## src/rtl/tt_um_divide_reconstructor_pkg.sv

```systemverilog
// Shared constants and types for the divide reconstructor (q*d + r) tile.
// Pin indices and the error code match the companion 4-bit divider tile.
package recon_pkg;

    localparam int NIB_W = 4;
    localparam int RES_W = 8;
    localparam int STEPS = 4;
    localparam int CNT_W = 3;

    localparam logic [RES_W-1:0] ERR_CODE   = 8'hFF;
    localparam logic [7:0]       UIO_OE_VAL = 8'b1110_0000;
    localparam logic [CNT_W-1:0] CNT_LAST   = 3'(STEPS - 1);

    localparam int UIO_START = 4;
    localparam int UIO_BUSY  = 5;
    localparam int UIO_DONE  = 6;
    localparam int UIO_ERR   = 7;

    typedef enum logic [1:0] {
        ST_IDLE = 2'd0,
        ST_MULT = 2'd1,
        ST_DONE = 2'd2
    } state_t;

    // A valid divider triple needs a nonzero divisor and a remainder below it.
    function automatic logic triple_err(input logic [NIB_W-1:0] r,
                                        input logic [NIB_W-1:0] d);
        return (d == {NIB_W{1'b0}}) || (r >= d);
    endfunction

endpackage

```

## src/rtl/tt_um_divide_reconstructor_shift_add_step.sv

```systemverilog
// One combinational shift-add multiply step: conditionally add the
// multiplicand, then advance multiplicand left and multiplier right.
module shift_add_step
    import recon_pkg::*;
(
    input  logic [RES_W-1:0] i_acc,
    input  logic [RES_W-1:0] i_mcand,
    input  logic [NIB_W-1:0] i_mplier,
    output logic [RES_W-1:0] o_acc,
    output logic [RES_W-1:0] o_mcand,
    output logic [NIB_W-1:0] o_mplier
);

    // Accumulate and shift for a single multiplier bit.
    always_comb begin
        o_acc    = i_acc;
        o_mcand  = {i_mcand[RES_W-2:0], 1'b0};
        o_mplier = {1'b0, i_mplier[NIB_W-1:1]};
        if (i_mplier[0]) begin
            o_acc = i_acc + i_mcand;
        end else begin
            o_acc = i_acc;
        end
    end

endmodule

```

## src/rtl/tt_um_divide_reconstructor.sv

```systemverilog
// Sequential reconstructor: dividend = q*d + r over four shift-add steps,
// with start/busy/done/err handshake on the bidirectional pins.
module tt_um_divide_reconstructor
    import recon_pkg::*;
(
    input  logic       clk,
    input  logic       rst_n,
    input  logic       ena,
    input  logic [7:0] ui_in,
    input  logic [7:0] uio_in,
    output logic [7:0] uo_out,
    output logic [7:0] uio_out,
    output logic [7:0] uio_oe
);

    state_t             r_state;
    logic               r_start_q;
    logic [RES_W-1:0]   r_acc;
    logic [RES_W-1:0]   r_mcand;
    logic [NIB_W-1:0]   r_mplier;
    logic [CNT_W-1:0]   r_cnt;
    logic [RES_W-1:0]   r_uo;
    logic               r_busy;
    logic               r_done;
    logic               r_err;

    logic [NIB_W-1:0]   w_q;
    logic [NIB_W-1:0]   w_r;
    logic [NIB_W-1:0]   w_d;
    logic               w_start_edge;
    logic [RES_W-1:0]   w_acc_nxt;
    logic [RES_W-1:0]   w_mcand_nxt;
    logic [NIB_W-1:0]   w_mplier_nxt;
    logic               w_unused_uio;

    assign w_q          = ui_in[7:4];
    assign w_r          = ui_in[3:0];
    assign w_d          = uio_in[3:0];
    assign w_start_edge = uio_in[UIO_START] & ~r_start_q;
    assign w_unused_uio = &{1'b0, uio_in[7:5]};

    shift_add_step u_step (
        .i_acc    (r_acc),
        .i_mcand  (r_mcand),
        .i_mplier (r_mplier),
        .o_acc    (w_acc_nxt),
        .o_mcand  (w_mcand_nxt),
        .o_mplier (w_mplier_nxt)
    );

    // Control FSM, operand registers and registered handshake outputs.
    always_ff @(posedge clk or negedge rst_n) begin
        if (!rst_n) begin
            r_state   <= ST_IDLE;
            r_start_q <= 1'b0;
            r_acc     <= 8'h00;
            r_mcand   <= 8'h00;
            r_mplier  <= 4'h0;
            r_cnt     <= 3'd0;
            r_uo      <= 8'h00;
            r_busy    <= 1'b0;
            r_done    <= 1'b0;
            r_err     <= 1'b0;
        end else if (ena) begin
            r_start_q <= uio_in[UIO_START];
            case (r_state)
                ST_IDLE, ST_DONE: begin
                    if (w_start_edge) begin
                        r_acc    <= {4'h0, w_r};
                        r_mcand  <= {4'h0, w_d};
                        r_mplier <= w_q;
                        r_cnt    <= 3'd0;
                        r_err    <= triple_err(w_r, w_d);
                        r_busy   <= 1'b1;
                        r_done   <= 1'b0;
                        r_state  <= ST_MULT;
                    end
                end
                ST_MULT: begin
                    // A zero multiplicand can only come from d == 0.
                    if (r_mcand == 8'h00) begin
                        r_uo    <= ERR_CODE;
                        r_busy  <= 1'b0;
                        r_done  <= 1'b1;
                        r_state <= ST_DONE;
                    end else begin
                        r_acc    <= w_acc_nxt;
                        r_mcand  <= w_mcand_nxt;
                        r_mplier <= w_mplier_nxt;
                        r_cnt    <= r_cnt + 3'd1;
                        if (r_cnt == CNT_LAST) begin
                            r_uo    <= w_acc_nxt;
                            r_busy  <= 1'b0;
                            r_done  <= 1'b1;
                            r_state <= ST_DONE;
                        end
                    end
                end
                default: begin
                    r_state <= ST_IDLE;
                    r_busy  <= 1'b0;
                end
            endcase
        end
    end

    assign uo_out  = r_uo;
    assign uio_out = {r_err, r_done, r_busy, 5'b0_0000};
    assign uio_oe  = UIO_OE_VAL;

endmodule

```

## config.mk

```make
export PLATFORM = sky130hd
export DESIGN_NAME = tt_um_divide_reconstructor
export DESIGN_NICKNAME = d
export VERILOG_FILES = /design/src/rtl/tt_um_divide_reconstructor_pkg.sv /design/src/rtl/tt_um_divide_reconstructor_shift_add_step.sv /design/src/rtl/tt_um_divide_reconstructor.sv
export SDC_FILE = /design/constraint.sdc
export NUM_CORES = 1
export LEC_CHECK = 0
export BUFFER_PORTS_ARGS = -buffer_cell sky130_fd_sc_hd__buf_2
export CAP_MARGIN = 15
export CELL_PAD_IN_SITES_DETAIL_PLACEMENT = 1
export CELL_PAD_IN_SITES_GLOBAL_PLACEMENT = 2
export CORE_MARGIN = 2
export CORE_UTILIZATION = 36
export CTS_CLUSTER_DIAMETER = 120
export DETAILED_ROUTE_END_ITERATION = 10
export GPL_ROUTABILITY_DRIVEN = 0
export PLACE_DENSITY_LB_ADDON = 0.1
export SYNTH_ARGS = -nofsm -noshare
export SYNTH_HDL_FRONTEND = slang
export SYNTH_SLANG_ARGS = --single-unit
```

## constraint.sdc

```tcl
create_clock -name clk -period 6.1 [get_ports clk]
set_clock_uncertainty 0.15 [all_clocks]
set_input_delay 0.61 -clock clk [delete_from_list [all_inputs] [get_ports clk]]
set_output_delay 0.61 -clock clk [all_outputs]
set_load 0.005 [all_outputs]
```

==> metrics.csv <==
metric,value,unit
cts repair resizes,0,
maximum achievable frequency,0.398,GHz
FILL cells,742,
"Seq/Total Area, Yosys",0.415,
dpl hpwl,4070,µm
antenna violations before repair,0,
# nets final,288,
average size of a mapped cell,9.41,µm²
asr flop ratio synth,1.00,
RR Startpoint,r_mcand[0]$_DFFE_PN0P_,
P_leak,1.16,nW
TritonCTS clock tree,built,
fin. max-slew vios,0,
Via density,5.15,
Die Y,82.7,µm
CP endpoint kind,register,
internal reg-to-reg setup slack,3.59,ns
worst hold path type,input port to async pin,
Worst EP arrival,2.54,ns
first-pass GRT wire length,9130,µm
Die Wd,82.7,µm
IO Count,43,
Max-cap violations,0,
Clock Latency Late Sink,0.29,ns
fin cells,331,
WP depth,8,
Post-synth EDFFs,0,
Finished Core Util,0.411,
Synth Register Bits,37,
effective utilization at floorplan,0.375,
post-synth cell types,51,
clock-pin slew on the worst setup and hold paths,0.08,ns
Mapped Cells,237,
Yosys top cell area share,0.415,
total gr overflow,0,
Starting DRT DRC Count,69,
RR Endpoint,r_acc[6]$_DFFE_PN0P_,
CP required,6.13,ns
Synth area leaders,"dfrtp_1 (42%), ha_1 (7.3%), buf_4 (6.4%)",
fin area,2450,µm²
critical path launch point,r_mcand[0]$_DFFE_PN0P_,
setup ws final,3.59,ns
kind of critical path,register to register,
final routed DRC violation total,0,
cts hold-fix bufs,0,
PwrDens,445,nW/µm²
Worst Tran Pin Value,1.05,ns
sw power,0.428,mW
Setup Viol. Count Final,0,
Synth Warn #,0,
clock network fraction of total power,0.209,
final worst path period share,0.412,
Hold WS,0.280,ns
CP Launch Type,register,
"commonest non-fill, non-tap cell in the layout",dfrtp_1,
Most used DFF post-synth,dfrtp_1,
CP bufs+invs,1,
crit path to,r_acc[6]$_DFFE_PN0P_,
Detail Route Antenna Nets,0,
WL/cell,16.4,µm
critical path's largest stage delay,0.45,ns
I/O Buffers,26,
most frequent cells in the layout,"dfrtp_1 (37), nand2_1 (28), buf_2 (26)",
DR vias,1703,
final setup TNS,0,ns
pre-CTS setup slack,3.48,ns
DP Area,2330,µm²
CTS HTree Levels,2,
Max clock buf depth,2,
Pwr Total,1.09,mW
die area,6840,µm²
vias in the first global route,1727,
core area,5960,µm²
clk sinks,37,
root buffer cell,clkbuf_8,
layout cells sized above 1,0.180,
# diodes,0,
crit-path max FO,4,
Comb power frac,0.409,
# Post-CTS Setup Buffers,0,
Num CTS Buffers,5,
Placed Cells incl. Taps,323,
Tot GR Track Use,0.181,
Internal,0.660,mW
Syn Std Cell Area,2230,µm²
status,finished clean,
largest net degree at the start of global routing,38,
Fin. Hold Viols,0,
WL final,5440,µm
Sw Ratio,0.393,
Max-slew headroom,0.297,
Yosys top cell by area,dfrtp_1,
CP top delay family,compound AO/OA/AOI/OAI gates,
critical-path cell list,"ha_1, inv_1, fa_1, nand2b_1, a21oi_1, mux2i_1, o311ai_0, a22o_1",
area grow syn2layout,9.65,%
RSZ-0062 raised after global routing,false,
Period minus WS final,2.51,ns
DRT Pass-1 Iters,4,
worst r2r path cells,8,
CP max-delay cell,dfrtp_1,
Reg power frac,0.382,
VDD IR max,153,µV
FP Rows,28,
==> power by group through the flow <==
stage / logic (mW) / clock network [mW] / registers (mW)
floorplan: 0.355 / 0 / 0.389
global placement: 0.447 / 0 / 0.419
detailed placement: 0.451 / 0 / 0.422
CTS: 0.455 / 0.233 / 0.417
global route: 0.507 / 0.245 / 0.432
finish: 0.445 / 0.227 / 0.415
==> registers in the layout, summed over array words and instances (netlist names) <==
register / cells
r_acc: 8
r_busy: 1
r_cnt: 3
r_done: 1
r_err: 1
r_mcand: 8
r_mplier: 4
r_start_q: 1
r_state: 2
uo_out: 8
==> synthesized netlist by cell type, drive strengths merged (2+ instances only) <==
master and instances:
ha 13, o22a 2, mux2 2, a31oi 4, nand2 28, nor4 3
dfrtp 37, and2 2, a22oi 2, o32ai 2, inv 10, nor2b 5
nand2b 5, nand3 2, clkbuf 6, a21oi 17, o211ai 3, nor2 19
o2bb2ai 4, mux2i 6, xor2 4, conb 2, buf 21, o21ai 16
a21o 3, a211oi 2
==> logic make-up after synthesis <==
logic type | after synthesis | share of synthesized area
AND/OR/NAND/NOR | 69 | 0.149
other | 2 | 0.00337
adder cells (fa/ha/maj) | 14 | 0.0819
AO/OA/AOI/OAI | 65 | 0.198
flip-flops | 37 | 0.415
XOR/XNOR | 5 | 0.0196
multiplexers | 8 | 0.0370
buffers and inverters | 37 | 0.0965
==> cell type report <==
class,count,area [µm²],share of cell area
well taps,75,93.8,0.0384
flip-flops and latches,37,926,0.379
multi-input cells,174,1130,0.462
repair buffers,27,138,0.0563
clock inverters,2,37.5,0.0153
inverters,10,37.5,0.0153
clock buffers,6,82.6,0.0338
==> metal layers <==
| metal | track usage | share of wire |
|---|---|---|
| met1 | 0.249 | 0.49 |
| met2 | 0.294 | 0.47 |
| met3 | 0.0370 | 0.037 |
| met4 | 0.0443 | 0.010 |
| met5 | 0 | 0 |
==> how the worst min path moves through the flow <==
stage / slack (ns) / endpoint / startpoint / depth (start not counted)
2_1_floorplan: 0.16 / r_acc[0]$_DFFE_PN0P_ / rst_n / 0
3_5_place_dp: 0.31 / r_mplier[3]$_DFFE_PN0P_ / r_mplier[3]$_DFFE_PN0P_ / 2
5_1_grt: 0.34 / uo_out[1]$_DFFE_PN0P_ / rst_n / 1
4_1_cts: 0.31 / uo_out[1]$_DFFE_PN0P_ / rst_n / 1
3_3_place_gp: 0.30 / r_mplier[3]$_DFFE_PN0P_ / r_mplier[3]$_DFFE_PN0P_ / 2
6_report: 0.28 / r_acc[5]$_DFFE_PN0P_ / rst_n / 1
Power figures use the tool's default switching activity.
